===== config.mk =====
export PLATFORM = sky130hd
export DESIGN_NAME = leb128_encoder
export DESIGN_NICKNAME = d
export VERILOG_FILES = /design/src/rtl/leb128_encoder_pkg.sv /design/src/rtl/leb128_term.sv /design/src/rtl/leb128_encoder.sv
export SDC_FILE = /design/constraint.sdc
export NUM_CORES = 1
export LEC_CHECK = 0
export CORE_MARGIN = 4
export CORE_UTILIZATION = 64
export CTS_CLUSTER_DIAMETER = 60
export DETAILED_ROUTE_END_ITERATION = 10
export DONT_BUFFER_PORTS = 1
export GPL_ROUTABILITY_DRIVEN = 0
export GPL_TIMING_DRIVEN = 0
export PLACE_DENSITY = 0.81
export SLEW_MARGIN = 20
export SYNTH_ARGS = -nofsm -noshare
export SYNTH_HDL_FRONTEND = slang
export SYNTH_HIERARCHICAL = 1
export SYNTH_SLANG_ARGS = --single-unit

===== constraint.sdc =====
create_clock -name clk -period 2.56 [get_ports clk]
set_clock_uncertainty 0.1 [all_clocks]
set_input_delay 0.512 -clock clk [delete_from_list [all_inputs] [get_ports clk]]
set_output_delay 0.512 -clock clk [all_outputs]
set_load 0.005 [all_outputs]

===== src/rtl/leb128_encoder_pkg.sv =====
// Shared definitions for the LEB128 encoder: value type codes, FSM states and
// encoding constants used by the encoder, its termination helper and benches.
package leb128_encoder_pkg;

    localparam int LEB128_DW        = 64;
    localparam int LEB128_MAX_BYTES = 10;
    localparam logic [7:0] LEB128_CONT = 8'h80;

    // Operand type codes; any code other than LEB_I32 is encoded as i64.
    localparam logic [1:0] LEB_I32 = 2'b00;
    localparam logic [1:0] LEB_I64 = 2'b01;

    typedef enum logic {
        S_IDLE = 1'b0,
        S_EMIT = 1'b1
    } state_t;

    function automatic logic is_i32(input logic [1:0] code);
        return code == LEB_I32;
    endfunction

endpackage


===== src/rtl/leb128_term.sv =====
// LEB128 termination rule: splits the shift register into the next 7-bit group
// and the remainder, and flags whether the current group is the final byte.
module leb128_term #(
    parameter int DW = 64
) (
    input  logic [DW-1:0] sr,
    input  logic          sgn,
    output logic [6:0]    low7,
    output logic [DW-1:0] rest,
    output logic          done
);

    always_comb begin
        // NOTE: every output gets a value on every path, so no latch is inferred.
        low7 = sr[6:0];
        rest = sgn ? $unsigned($signed(sr) >>> 7) : (sr >> 7);
        if (sgn)
            done = ((rest == '0) && !sr[6]) || ((rest == '1) && sr[6]);
        else
            done = (rest == '0);
    end

endmodule


===== src/rtl/leb128_encoder.sv =====
// Serialises one i32/i64 value per transaction into an unsigned or signed
// LEB128 byte stream with valid/ready handshakes on both sides.
module leb128_encoder
    import leb128_encoder_pkg::*;
#(
    parameter int DW        = LEB128_DW,
    parameter int MAX_BYTES = LEB128_MAX_BYTES
) (
    input  logic          clk,
    input  logic          reset,
    input  logic          in_valid,
    output logic          in_ready,
    input  logic [DW-1:0] in_value,
    input  logic [1:0]    in_type,
    input  logic          in_signed,
    output logic          out_valid,
    input  logic          out_ready,
    output logic [7:0]    out_data,
    output logic          out_last,
    output logic [3:0]    out_count
);

    state_t          state;
    logic [DW-1:0]   sr;
    logic [DW-1:0]   load;
    logic [DW-1:0]   rest;
    logic [6:0]      low7;
    logic            sgn;
    logic            done;
    logic [3:0]      cnt;

    leb128_term #(.DW(DW)) u_term (
        .sr   (sr),
        .sgn  (sgn),
        .low7 (low7),
        .rest (rest),
        .done (done)
    );

    // i32 operands ignore the upper half of in_value and are re-extended here.
    always_comb begin
        load = in_value;
        if (is_i32(in_type))
            load = in_signed ? {{(DW-32){in_value[31]}}, in_value[31:0]}
                             : {{(DW-32){1'b0}},        in_value[31:0]};
    end

    always_ff @(posedge clk or negedge reset) begin
        if (!reset) begin
            state     <= S_IDLE;
            sr        <= '0;
            sgn       <= 1'b0;
            cnt       <= '0;
            in_ready  <= 1'b1;
            out_valid <= 1'b0;
        end else begin
            // NOTE: sequential state uses non-blocking assignments so every
            // register samples the pre-edge values of its neighbours.
            case (state)
                S_IDLE: begin
                    if (in_valid) begin
                        sr        <= load;
                        sgn       <= in_signed;
                        cnt       <= 4'd1;
                        in_ready  <= 1'b0;
                        out_valid <= 1'b1;
                        state     <= S_EMIT;
                    end
                end
                S_EMIT: begin
                    if (out_ready) begin
                        if (done) begin
                            sr        <= '0;
                            cnt       <= '0;
                            in_ready  <= 1'b1;
                            out_valid <= 1'b0;
                            state     <= S_IDLE;
                        end else begin
                            sr  <= rest;
                            cnt <= cnt + 4'd1;
                        end
                    end
                end
                default: state <= S_IDLE;
            endcase
        end
    end

    // Byte outputs are gated by out_valid so the idle bus reads all zeros.
    assign out_data  = out_valid ? ((done ? 8'h00 : LEB128_CONT) | {1'b0, low7}) : 8'h00;
    assign out_last  = out_valid & done;
    assign out_count = cnt;

    a_count_bound: assert property (@(posedge clk) disable iff (!reset)
        cnt <= 4'(MAX_BYTES));

endmodule

# Word-level counts from Yosys, hierarchy flattened
# Index checks and enable logic that the tools add are counted.
# Widths: inputs -> output; s select.
dict set report word_totals {
  latch_bits 0
  inputBits 71
  output_inout_bits 15
  memories 0
  mem_bits_ro 0
  wordCells 49
  reg_bits 72
  mem_bits_rw 0
}
dict set report classes {
  addsub 1
  div 0
  bitwise_logic 3
  shifts 0
  order_cmp 0
  multipliers 0
  n_reduce_logical 9
  n_eq_ne 4
  mux 26
}
# op n
set ops {}
lappend ops {{$mux 64} 6}
lappend ops {{$pmux 64 s2} 1}
lappend ops {{$eq 64x64->1 const B} 1}
lappend ops {{$logic_not 64->1} 1}
lappend ops {{$mux 8} 2}
lappend ops {{$mux 4} 3}
lappend ops {{$mux 1} 10}
lappend ops {{$or 8x7->8} 1}
lappend ops {{$pmux 4 s2} 1}
lappend ops {{$pmux 1 s2} 3}
lappend ops {{$add 4x1->4 const B} 1}
lappend ops {{$ne 2x2->1 const B} 2}
lappend ops {{$reduce_and 2->1} 2}
lappend ops {{$reduce_and 3->1} 1}
lappend ops {{$logic_and 1x1->1} 2}
lappend ops {{$logic_not 2->1} 1}
lappend ops {{$ne 2x1->1 const B} 1}
lappend ops {{$and 1x1->1} 1}
lappend ops {{$logic_not 1->1} 1}
lappend ops {{$logic_or 1x1->1} 1}
lappend ops {{$not 1->1} 1}

# Depth between registers and ports, before layout
dict set report logic_depth {
  depth_word 8
  depth_mapped 9
  depth_no_buf 7
}

# Hierarchy
# The synthesis kept the hierarchy.
# mod area_each_um2 instances cells_each seq_area_each_um2
set by_module_without_submodules {}
lappend by_module_without_submodules {leb128_encoder 3636.0 1 408 1803.0}
lappend by_module_without_submodules {leb128_term 808.3 1 112 0.0}

# Least setup slack after synthesis
# No wires, ideal clock.
dict set report synth_timing {
  path_type {register to register}
  start {register sr[53]}
  end {register sr[26]}
  setup_slack_ns 0.267
  t_required_ns 2.334
  synth_period_minus_slack_ns 2.293
  arrival_time_ns 2.067
  stages_incl_launch_ff 10
  setup_time_ns 0.126
  path_buffers 2
  path_cell_list {dfrtp_1 nor4_2 nand4_1 or4_1 nand2_1 nor2b_2 buf_6 buf_2 a221oi_1 nor2_1}
}
dict set report synth_between {
  elab_chain_len 8
  word_cells_on_any_way 10
  classes_between {eq/ne: 1; mux: 5; reduce/logical: 4}
}
# item line_no
set synth_lines {}
lappend synth_lines {{start: declaration} leb128_encoder.sv:24} ;# logic [DW-1:0] sr;
lappend synth_lines {{start signal: assignment} leb128_encoder.sv:62} ;# sr <= load;
lappend synth_lines {{start signal: assignment} leb128_encoder.sv:79} ;# sr <= rest;
lappend synth_lines {{$mux 64 *} leb128_term.sv:16} ;# rest = sgn ? $unsigned($signed(sr) >>> 7) : (sr >> 7);
lappend synth_lines {{$eq 64x64->1 / $logic_not 64->1 (equally long branches)} {leb128_term.sv:18, leb128_term.sv:20}}
lappend synth_lines {{$logic_and 1x1->1} leb128_term.sv:18} ;# done = ((rest == '0) && !sr[6]) || ((rest == '1) && sr[6]);
lappend synth_lines {{$logic_or 1x1->1} leb128_term.sv:18}
lappend synth_lines {{$mux 1 *} leb128_term.sv:17} ;# if (sgn)
lappend synth_lines {{via done} leb128_encoder.sv:29} ;# logic done;
lappend synth_lines {{$mux 64 *} leb128_encoder.sv:72} ;# if (done) begin
lappend synth_lines {{$mux 64 *} leb128_encoder.sv:71} ;# if (out_ready) begin
lappend synth_lines {{$pmux 64 s2 *} leb128_encoder.sv:59} ;# case (state)
# Mark *: on every way through the listed nets, which the timed path passes. The rest lies on a longest branch. The select of a mux whose other input is x is not followed.
# A chain may end at the register's enable or synchronous reset.

# Final worst setup path
dict set report layout_timing {
  start {register sr[42]}
  end {output out_last}
}
dict set report layout_between {
  elab_chain_len 6
  word_cells_on_any_way 8
  classes_between {eq/ne: 1; mux: 2; bitwise: 1; reduce/logical: 4}
}
# item line_no
set layout_lines {}
lappend layout_lines {{$mux 64 *} leb128_term.sv:16}
lappend layout_lines {{$eq 64x64->1 / $logic_not 64->1 (equally long branches)} {leb128_term.sv:18, leb128_term.sv:20}}
lappend layout_lines {{$logic_and 1x1->1} leb128_term.sv:18}
lappend layout_lines {{$logic_or 1x1->1} leb128_term.sv:18}
lappend layout_lines {{$mux 1 *} leb128_term.sv:17}
lappend layout_lines {{via done} leb128_encoder.sv:29}
lappend layout_lines {{$and 1x1->1 *} leb128_encoder.sv:91} ;# assign out_last = out_valid & done;
lappend layout_lines {{end: declaration} leb128_encoder.sv:19} ;# output logic out_last,
# Mark *: on every way through the listed nets, which the timed path passes. The rest lies on a longest branch.

==> results.yml <==
worst_setup_path:
  critPathSlowestCell: "or4_4"
  endpoint_kind: "output port"
  arrival_ps: 2080
  path_cells: "nor4_4 -> nand4_1 -> or4_4 -> nand2_4 -> and2_4"
  critPathKind: "flop to output port"
  path_max_fanout: 5
  startpoint_type: "flop"
  crit_required_ps: 1950
  cpPeakStageDelay_ps: 570
cells_and_area:
  antenna_cells: 0
  synthToLayoutAreaGrowth_pct: 19.40
  stdcell_count: 629
  fillers: 443
  drive_gt1_frac: 0.3443
  final_net_count: 616
  design_area_um2: 5306
power:
  cellPowerDensity_nw_per_um2: 817.8
  pwr-share-comb: 0.339
  power_leakage_nw: 2.027
  p_seq_frac: 0.432
  p_sw_mw: 1.544
  clockPowerShare: 0.229
  intPower_mw: 2.796
  peakVddDrop_mv: 0.4215
  swShare: 0.3557
detailed_routing:
  postRouteAntennaNets: 0
  first_pass_iters: 5
  wirelength_mm: 13.12
  drc: 0
  num_vias: 4092
  via_per_inst: 6.506
  drt_iter0_drc: 322
  post_drt_wl_per_cell_um: 20.85
clock_network:
  htreeDepth: 3
  cts_tree: "yes"
  clk_pin_slew_ps: 80
  cts_buffers: 9
  cts_buffer_depth: 2
  cts.sinks: 72
  root_buffer: "clkbuf_8"
  clk-insertion-delay-late_ps: 350
worst_hold_path:
  hold_class: "input pin to flop"
sta:
  period_minus_slack_ps: 2695
  setup_viol: 8
  fmax_ghz: 0.3710
  slew_headroom: 0.5242
  worst_pin_slew_ps: 713.7
  hold_violations: 0
  setup_tns_ps: -280.4
  drv_slew: 0
  rsz0062_at_grt: "true"
  finalWorstSetupSlack_ps: -135.4
  timing.final.crit_share: 1.053
grt:
  grt_max_degree: 73
  grt_pass1_vias: 3963
  grt-ovfl-total: 0
  grt_usage: 0.3029
  grt_antenna_before_repair: 0
  grt_first_pass_wirelength_mm: 19.98
placed_design:
  dp_hpwl_mm: 8.645
  place_ws_ps: -172.2
  place_inst: 600
  dpl_cell_area_um2: 4544
  numPortBuffers: 0
logic_synthesis:
  synth.distinct_cells: 33
  syn-num-nets: 592
  ys_ff_latch: 72
  synth.avg_cell_area_um2: 8.547
  synth_area_um2: 4444
  yosys_warnings: 6
  syn-instance-count: 520
  yosysSeqAreaShare: 0.4057
die:
  die_h_um: 91.33
  core_area_um2: 6756
  num_rows: 30
  initial_core_util: 0.6578
  die_area_um2: 8341
  io_pins: 86
  dieWidth_um: 91.33
status:
  status: "complete, but fails checks"
  failed_checks: "negative setup slack"
run:
  maxCapViolCount: 0
layout by cell type (no fill, tap or decap), drive strengths merged, types with 2 or more instances in the layout:
cell type / instances
buf: 104
nor2: 99
dfrtp: 71
a21oi: 66
o21ai: 34
a21o: 32
a221oi: 32
clkbuf: 32
nand4: 18
nor4: 16
and2: 9
nand2: 8
nand3: 6
o22a: 2
nor3: 2
nor2b: 2
mux2: 2
or4: 2
worst max-delay path, delay by kind of cell (launching register included):
| kind | cells | cell delay [ps] |
|---|---|---|
| and+or+nand+nor | 5 | 1310 |
| DFF | 1 | 410 |
final cells by class:
| cell class | count | area (um2) | area share |
|---|---|---|---|
| timing repair buffer | 13 | 117.6 | 0.02216 |
| multi-input combinational | 337 | 2258 | 0.4256 |
| sequential | 72 | 1808 | 0.3407 |
| clock inverter | 2 | 35.03 | 0.006602 |
| buffer | 110 | 800.8 | 0.1509 |
| clock buffer | 14 | 182.7 | 0.03443 |
| inverter | 1 | 3.754 | 0.0007074 |
| tap | 80 | 100.1 | 0.01886 |
flip-flops by register name (all words and copies together) (netlist names):
register,flops
out_valid,1
sr,64
in_ready,1
out_count,4
sgn,1
state,1
cell families (layout without fill, tap and decap cells):
family / count (synthesis) / in the layout / synth area share
buffers and inverters: 111 / 140 / 0.1672
AOI/OAI and AO/OA: 168 / 168 / 0.2373
adders and majority gates: 1 / 1 / 0.002815
muxes: 3 / 3 / 0.009007
DFF: 72 / 72 / 0.4057
and+or+nand+nor: 165 / 165 / 0.1779
cells in the mapped netlist, drive strengths merged:
library cell | count | area share
nor2 | 99 | 0.084
buf | 91 | 0.15
dfrtp | 71 | 0.40
a21oi | 66 | 0.074
o21ai | 34 | 0.038
a21o | 32 | 0.054
a221oi | 32 | 0.063
clkbuf | 19 | 0.016
nand4 | 18 | 0.025
nor4 | 16 | 0.028
and2 | 9 | 0.013
nand2 | 8 | 0.0068
nand3 | 6 | 0.0068
mux2 | 2 | 0.0059
nor2b | 2 | 0.0034
nor3 | 2 | 0.0023
o22a | 2 | 0.0039
or4 | 2 | 0.0034
a211oi | 1 | 0.0017
dfstp | 1 | 0.0059
ha | 1 | 0.0028
inv | 1 | 0.00084
mux2i | 1 | 0.0031
nand2b | 1 | 0.0014
nand3b | 1 | 0.0017
nand4bb | 1 | 0.0025
o2bb2ai | 1 | 0.0020
power groups by stage:
stage,Sequential (mW),Combinational (mW),Clock [mW]
global placement,1.85,1.10,0
CTS,1.85,1.27,0.988
detailed placement,1.87,1.14,0
global route,1.90,1.60,1.05
finish,1.88,1.47,0.993
floorplan,1.71,0.986,0
per-stage QoR:
| step | power (mW) | utilization | hold slack [ps] |
|---|---|---|---|
| after global placement | 2.945 | 0.6726 | 119.1 |
| after global routing | 4.558 | 0.7854 | 191.8 |
| after CTS | 4.111 | 0.7343 | 200.8 |
| after detailed placement | 3.001 | 0.6726 | 118.6 |
| final | 4.340 | 0.7854 | 202.6 |
| after floorplan | 2.695 | - | 116.4 |
per-layer routing:
metal	global-route usage	part of all wire
met3	0.07954	0.080
met5	0	0
met1	0.3941	0.39
met4	0.1018	0.037
met2	0.4917	0.49
path summary, 6_finish.rpt:
check                      cells past startpoint  slack, ps          from        to
max in group asynchronous                      2       1420         reset  in_ready
hold / removal                                 2        200  in_value[28]    sr[28]
setup / recovery                               5       -140        sr[42]  out_last
min in group asynchronous                      2        600         reset     sr[4]
hold reg to reg                                2        430         sr[0]     sr[0]
setup reg to reg                              10        -30        sr[42]    sr[30]
repair_timing:
| action | CTS | global route |
|---|---|---|
| hold buffers | 2 | 0 |
| pin swaps | 5 | 7 |
| hold endpoints to repair | 72 | 0 |
| buffers inserted | 10 | 0 |
| resized for setup | 18 | 82 |
| cloned | 0 | 1 |
| setup endpoints to repair | 59 | 60 |
Power figures use the tool's default switching activity.
